[config.mk]
export PLATFORM = sky130hd
export DESIGN_NAME = board_clkrst
export DESIGN_NICKNAME = d
export VERILOG_FILES = /design/src/rtl/board_pkg.sv /design/src/rtl/board_clkrst_debounce.sv /design/src/rtl/board_clkrst.sv
export SDC_FILE = /design/constraint.sdc
export NUM_CORES = 1
export LEC_CHECK = 0
export ABC_AREA = 0
export CORE_AREA = 10 10 102 104
export DETAILED_ROUTE_END_ITERATION = 6
export DIE_AREA = 0 0 112 114
export SYNTH_ARGS = -nofsm -noshare
export SYNTH_HDL_FRONTEND = slang
export SYNTH_HIERARCHICAL = 1
export SYNTH_SLANG_ARGS = --single-unit
[constraint.sdc]
create_clock -name clk -period 5.4 [get_ports clk]
set_input_delay 0.54 -clock clk [delete_from_list [all_inputs] [get_ports clk]]
set_output_delay 0.54 -clock clk [all_outputs]
set_load 0.005 [all_outputs]
[src/rtl/board_pkg.sv]
// Shared constants and the counter-width helper for the board clock/reset slice.
package board_pkg;

  localparam int unsigned CLKDIV_DEFAULT          = 6;
  localparam int unsigned DEBOUNCE_CYCLES_DEFAULT = 10000;
  localparam int unsigned RESET_STRETCH_DEFAULT   = 1024;

  // Ceiling log2 of n, never less than 1 bit.
  function automatic int unsigned cnt_width(input int unsigned n);
    int unsigned w;
    w = 1;
    for (int unsigned i = 1; i < 32; i++) begin
      if ((64'd1 << i) < 64'(n)) w = i + 1;
    end
    return w;
  endfunction

endpackage

[src/rtl/board_clkrst_debounce.sv]
// One button channel: 2-flop synchroniser, polarity normalisation, debounce counter,
// debounced level and a one-cycle press pulse.
module debounce
  import board_pkg::*;
#(
  parameter int unsigned DEBOUNCE_CYCLES = DEBOUNCE_CYCLES_DEFAULT,
  parameter bit          ACTIVE_LOW      = 1'b1
) (
  input  logic clk,
  input  logic rst_n,
  input  logic raw,
  output logic level,
  output logic press
);

  localparam int unsigned       CW   = cnt_width(DEBOUNCE_CYCLES);
  localparam logic [CW-1:0]     LAST = CW'(DEBOUNCE_CYCLES - 1);

  logic [1:0]    sync;
  logic          sample;
  logic [CW-1:0] cnt;

  always_ff @(posedge clk or negedge rst_n) begin
    if (!rst_n) sync <= {2{ACTIVE_LOW}};
    else        sync <= {sync[0], raw};
  end

  assign sample = sync[1] ^ ACTIVE_LOW;

  always_ff @(posedge clk or negedge rst_n) begin
    if (!rst_n) begin
      cnt   <= '0;
      level <= 1'b0;
      press <= 1'b0;
    end else begin
      press <= 1'b0;
      if (sample != level) begin
        if (cnt == LAST) begin
          level <= sample;
          cnt   <= '0;
          press <= sample;
        end else begin
          cnt <= cnt + 1'b1;
        end
      end else begin
        cnt <= '0;
      end
    end
  end

endmodule

[src/rtl/board_clkrst.sv]
// Board clock divider, button debounce, stretched synchronous-release reset and trap LED.
// Optional macro TRAP_BLINK_EN makes the trap LED blink instead of holding steady.
module board_clkrst
  import board_pkg::*;
#(
  parameter int unsigned CLKDIV          = CLKDIV_DEFAULT,
  parameter int unsigned NBTN            = 2,
  parameter bit          BTN_ACTIVE_LOW  = 1'b1,
  parameter int unsigned DEBOUNCE_CYCLES = DEBOUNCE_CYCLES_DEFAULT,
  parameter int unsigned RESET_BTN       = 0,
  parameter int unsigned RESET_STRETCH   = RESET_STRETCH_DEFAULT,
  parameter int unsigned BLINK_LOG2      = 22
) (
  input  logic            clk,
  input  logic            power_on_reset_n,
  input  logic [NBTN-1:0] btn_raw,
  input  logic            trap,
  output logic            sysclk,
  output logic            sysclk_en,
  output logic            sys_reset,
  output logic [NBTN-1:0] btn,
  output logic [NBTN-1:0] btn_press,
  output logic            trap_led
);

  if (CLKDIV < 2 || CLKDIV > 65535) begin : g_bad_clkdiv
    $error("CLKDIV must be in 2..65535");
  end
  if (NBTN < 1 || RESET_BTN >= NBTN || DEBOUNCE_CYCLES < 1 || BLINK_LOG2 < 1) begin : g_bad_cfg
    $error("illegal button/debounce/blink configuration");
  end

  localparam int unsigned   DW       = cnt_width(CLKDIV);
  localparam logic [DW-1:0] DIV_LAST = DW'(CLKDIV - 1);
  localparam logic [DW-1:0] DIV_FALL = DW'(CLKDIV / 2 - 1);

  localparam int unsigned   SW       = cnt_width(RESET_STRETCH + 1);
  localparam logic [SW-1:0] STR_LOAD = SW'(RESET_STRETCH);

  logic [DW-1:0] div_cnt;
  logic [SW-1:0] stretch_cnt;
  logic          rst_src;
  logic          trap_latched;

  // Divider: sysclk rises on the wrap to 0, falls when the count becomes CLKDIV/2.
  always_ff @(posedge clk or negedge power_on_reset_n) begin
    if (!power_on_reset_n) begin
      div_cnt <= '0;
      sysclk  <= 1'b0;
    end else if (div_cnt == DIV_LAST) begin
      div_cnt <= '0;
      sysclk  <= 1'b1;
    end else begin
      div_cnt <= div_cnt + 1'b1;
      if (div_cnt == DIV_FALL) sysclk <= 1'b0;
    end
  end

  assign sysclk_en = (div_cnt == DIV_LAST);

  for (genvar i = 0; i < NBTN; i++) begin : g_btn
    debounce #(
      .DEBOUNCE_CYCLES(DEBOUNCE_CYCLES),
      .ACTIVE_LOW     (BTN_ACTIVE_LOW)
    ) u_debounce (
      .clk  (clk),
      .rst_n(power_on_reset_n),
      .raw  (btn_raw[i]),
      .level(btn[i]),
      .press(btn_press[i])
    );
  end

  assign rst_src = btn[RESET_BTN];

  // Power-on reset is itself a reset source, so the stretch counter resets loaded.
  always_ff @(posedge clk or negedge power_on_reset_n) begin
    if (!power_on_reset_n) begin
      stretch_cnt <= STR_LOAD;
      sys_reset   <= 1'b1;
    end else if (rst_src) begin
      stretch_cnt <= STR_LOAD;
      sys_reset   <= 1'b1;
    end else begin
      if (stretch_cnt != '0) stretch_cnt <= stretch_cnt - 1'b1;
      if (sysclk_en && stretch_cnt == '0) sys_reset <= 1'b0;
    end
  end

  always_ff @(posedge clk or negedge power_on_reset_n) begin
    if (!power_on_reset_n)      trap_latched <= 1'b0;
    else if (sys_reset)         trap_latched <= 1'b0;
    else if (sysclk_en && trap) trap_latched <= 1'b1;
  end

`ifdef TRAP_BLINK_EN
  logic                  trap_set;
  logic [BLINK_LOG2-1:0] blink_cnt;

  assign trap_set = ~sys_reset & ~trap_latched & sysclk_en & trap;

  always_ff @(posedge clk or negedge power_on_reset_n) begin
    if (!power_on_reset_n) blink_cnt <= '0;
    else if (trap_set)     blink_cnt <= '0;
    else                   blink_cnt <= blink_cnt + 1'b1;
  end

  assign trap_led = trap_latched & ~blink_cnt[BLINK_LOG2-1];
`else
  assign trap_led = trap_latched;
`endif

endmodule
==> results.json <==
{
  "syn_area_sq_um": 2520,
  "grt_pass1_vias": 1757,
  "path_class": "flip-flop to output pin",
  "root_buffer": "clkbuf_8",
  "grt_use_total": 0.0730,
  "rsz0062_at_grt": "no",
  "max-slew-margin-rel": 0.506,
  "yosysWarnings": 6,
  "synth_top_area_cell": "dfrtp_1",
  "pwr-share-comb": 0.031,
  "synthTopCellsByCount": "dfrtp_1 (47), nor2_1 (41), xnor2_1 (24), nand2_1 (13), nor3_1 (12)",
  "critPathArrivalTime_ps": 1690,
  "clk_pin_slew_ps": 90,
  "core.rowCount": 34,
  "grt_max_degree": 54,
  "dr.pass1.iters": 4,
  "finalHoldViolations": 0,
  "cts_sinks": 53,
  "maxCapViolCount": 0,
  "postCtsSetupRepairBufs": 0,
  "wl_per_cell_um": 12.2,
  "wirelength_mm": 4.45,
  "antenna_found_initial": 0,
  "die_w_um": 112,
  "ctsResizeCount": 0,
  "cts_tree": "yes",
  "worst_hold_path_type": "input pin to async pin",
  "power_density_nw_per_um2": 244,
  "crit_required_ps": 4860,
  "cp_num_buf_inv": 1,
  "remaining_drc_errors": 0,
  "timing.fmax_mhz": 449,
  "period_share": 0.413,
  "switching_share": 0.209,
  "synth_edf_count": 0,
  "fill_cells": 843,
  "setup_violations": 0,
  "power_uw": 695,
  "tns_ps": 0,
  "fin_crit_ps": 2230,
  "max-clock-path-buffers": 2,
  "worstSetupStartpointType": "flip-flop",
  "worstPathCellList": "clkdlybuf4s50_1",
  "syn_area_per_cell_sq_um": 10.5,
  "internal_power_uw": 550,
  "p_switching_uw": 146,
  "ios": 13,
  "dp_hpwl_mm": 3.05,
  "grt-ovfl-total": 0,
  "final_cell_area_sq_um": 2850,
  "yosysMostFrequentCell": "dfrtp_1",
  "ant_nets": 0,
  "cts_hold_buf": 0,
  "netlist.area_leader.share": 0.467,
  "placed_cell_area_sq_um": 2740,
  "ys_seq_elements": 53,
  "yosysSeqAreaShare": 0.529,
  "antennaDiodeCount": 0,
  "die_area_sq_um": 12800,
  "netlist-cell-type-count": 45,
  "num_vias": 1745,
  "drv_slew": 0,
  "slowest_delay_ps": 760,
  "worst_slew_pin_slew_ps": 735,
  "area_delta_synth_final_pct": 13.0,
  "fin_skew_ps": 8.54,
  "numCtsBuffers": 5,
  "finalNetCount": 267,
  "initial_utilization": 0.298,
  "p_leak_uw": 0.00120,
  "ys_top_cells_by_area": "dfrtp_1 (47%), xnor2_1 (8.3%), dfstp_2 (6.3%)",
  "ir_worst_vdd_mv": 0.127,
  "cpMaxStageDelayCell": "dfrtp_1",
  "synth_nets": 251,
  "cp_top_family": "flip-flops",
  "power.share.clock": 0.382,
  "async_flop_share": 1.00,
  "gp_congestion": 0.804,
  "synthCells": 241,
  "p_seq_frac": 0.588,
  "core_sq_um": 8470,
  "port_buffers": 12,
  "viasPerCell": 4.77,
  "clk_latency_ps": 300,
  "path_max_fanout": 19,
  "htree_levels": 2,
  "worstSetupEndpointType": "output pin",
  "grt_pass1_wl_mm": 8.02,
  "status": "complete, no violations",
  "die_h_um": 114,
  "drive_gt1_frac": 0.109,
  "ys.flop_type": "dfrtp_1",
  "drt-initial-drc-count": 94
}
## metal layers
metal  part of all wire  global-route usage  wire length [um]
met5                  0                   0                 0
met1               0.48              0.0889              2160
met3              0.042              0.0226               187
met2               0.46               0.120              2050
met4              0.012              0.0254                53
## final cells by class
type | instances | area, sq um | share of cell area
Clock buffer | 6 | 72.6 | 0.0255
Clock inverter | 2 | 38.8 | 0.0136
Inverter | 11 | 41.3 | 0.0145
Multi-Input combinational cell | 173 | 1100 | 0.388
Sequential cell | 53 | 1330 | 0.468
Tap cell | 108 | 135 | 0.0475
Timing Repair Buffer | 13 | 123 | 0.0431
## worst reg2reg max path: stages (launching register included)
cell and delay [ps]:
dfrtp_1 420, inv_1 90, ha_1 210, or4b_4 520
a211oi_1 210, mux2_2 360
## state kept, by name (all words and copies together), names as in the netlist
signal                  cells
g_btn.u_debounce/level      2
div_cnt                     3
g_btn.u_debounce/press      2
trap_led                    1
g_btn.u_debounce/sync       4
stretch_cnt                11
sys_reset                   1
g_btn.u_debounce/cnt       28
sysclk                      1
## stage by stage
| stage | util | hold slack [ps] | cells | worst slack (ps) |
|---|---|---|---|---|
| after detailed placement | 0.323 | 348 | 358 | 3490 |
| after global routing | 0.336 | 367 | 366 | 3070 |
| after CTS | 0.336 | 363 | 366 | 3170 |
| after floorplan | - | 244 | 241 | 3570 |
| final | 0.336 | 341 | 366 | 3170 |
| after global placement | 0.323 | 346 | 358 | 3520 |
## final timing paths
path	endpoint	start	cells after the start	slack [ps]
max in group asynchronous	g_btn[0].u_debounce/cnt[8]	power_on_reset_n	2	4610
worst min-delay path	stretch_cnt[1]	power_on_reset_n	2	340
worst max register to register	stretch_cnt[6]	stretch_cnt[0]	5	3480
worst min register to register	g_btn[0].u_debounce/sync[1]	g_btn[0].u_debounce/sync[0]	0	360
worst max-delay path	btn[0]	g_btn[0].u_debounce/level	1	3170
min in group clk	g_btn[0].u_debounce/sync[1]	g_btn[0].u_debounce/sync[0]	0	360
## layout by cell type (no fill, tap or decap), types with 2 or more instances in the layout
cell | Yosys | layout
a21oi_1 | 5 | 5
xnor2_1 | 24 | 24
inv_1 | 11 | 11
nor2b_1 | 3 | 3
nand2_1 | 13 | 13
nor2_1 | 41 | 41
or3_1 | 4 | 4
o31ai_1 | 3 | 3
mux2i_1 | 2 | 2
o21ai_0 | 4 | 4
nor3_1 | 12 | 12
nand4_1 | 6 | 6
or2_2 | 2 | 2
clkdlybuf4s50_1 | 0 | 11
nand3_1 | 10 | 10
xor2_1 | 2 | 2
ha_1 | 5 | 5
or4_4 | 3 | 3
nor4_1 | 5 | 5
clkbuf_8 | 0 | 5
a31oi_1 | 2 | 2
dfrtp_1 | 47 | 47
o41ai_1 | 2 | 2
nand2_4 | 2 | 2
and3_2 | 2 | 2
nand2b_1 | 3 | 3
or4b_1 | 2 | 2
dfstp_2 | 6 | 6
## logic make-up after synthesis
kind of cell	after synthesis	synth area share
xor gates and xnor gates	26	0.0904
AOI/OAI and AO/OA	24	0.0665
adders and majority gates	5	0.0248
DFF	53	0.529
buffers and inverters	15	0.0328
muxes	4	0.0169
and+or+nand+nor	114	0.239
## power groups by stage
stage,Combinational [uW],Clock [uW],Sequential (uW)
2_1_floorplan,11.3,0,415
3_3_place_gp,22.1,0,416
3_5_place_dp,22.7,0,416
4_1_cts,22.7,282,409
5_1_grt,25.7,295,410
6_report,21.3,265,409
(Power assumes the default switching activity.)
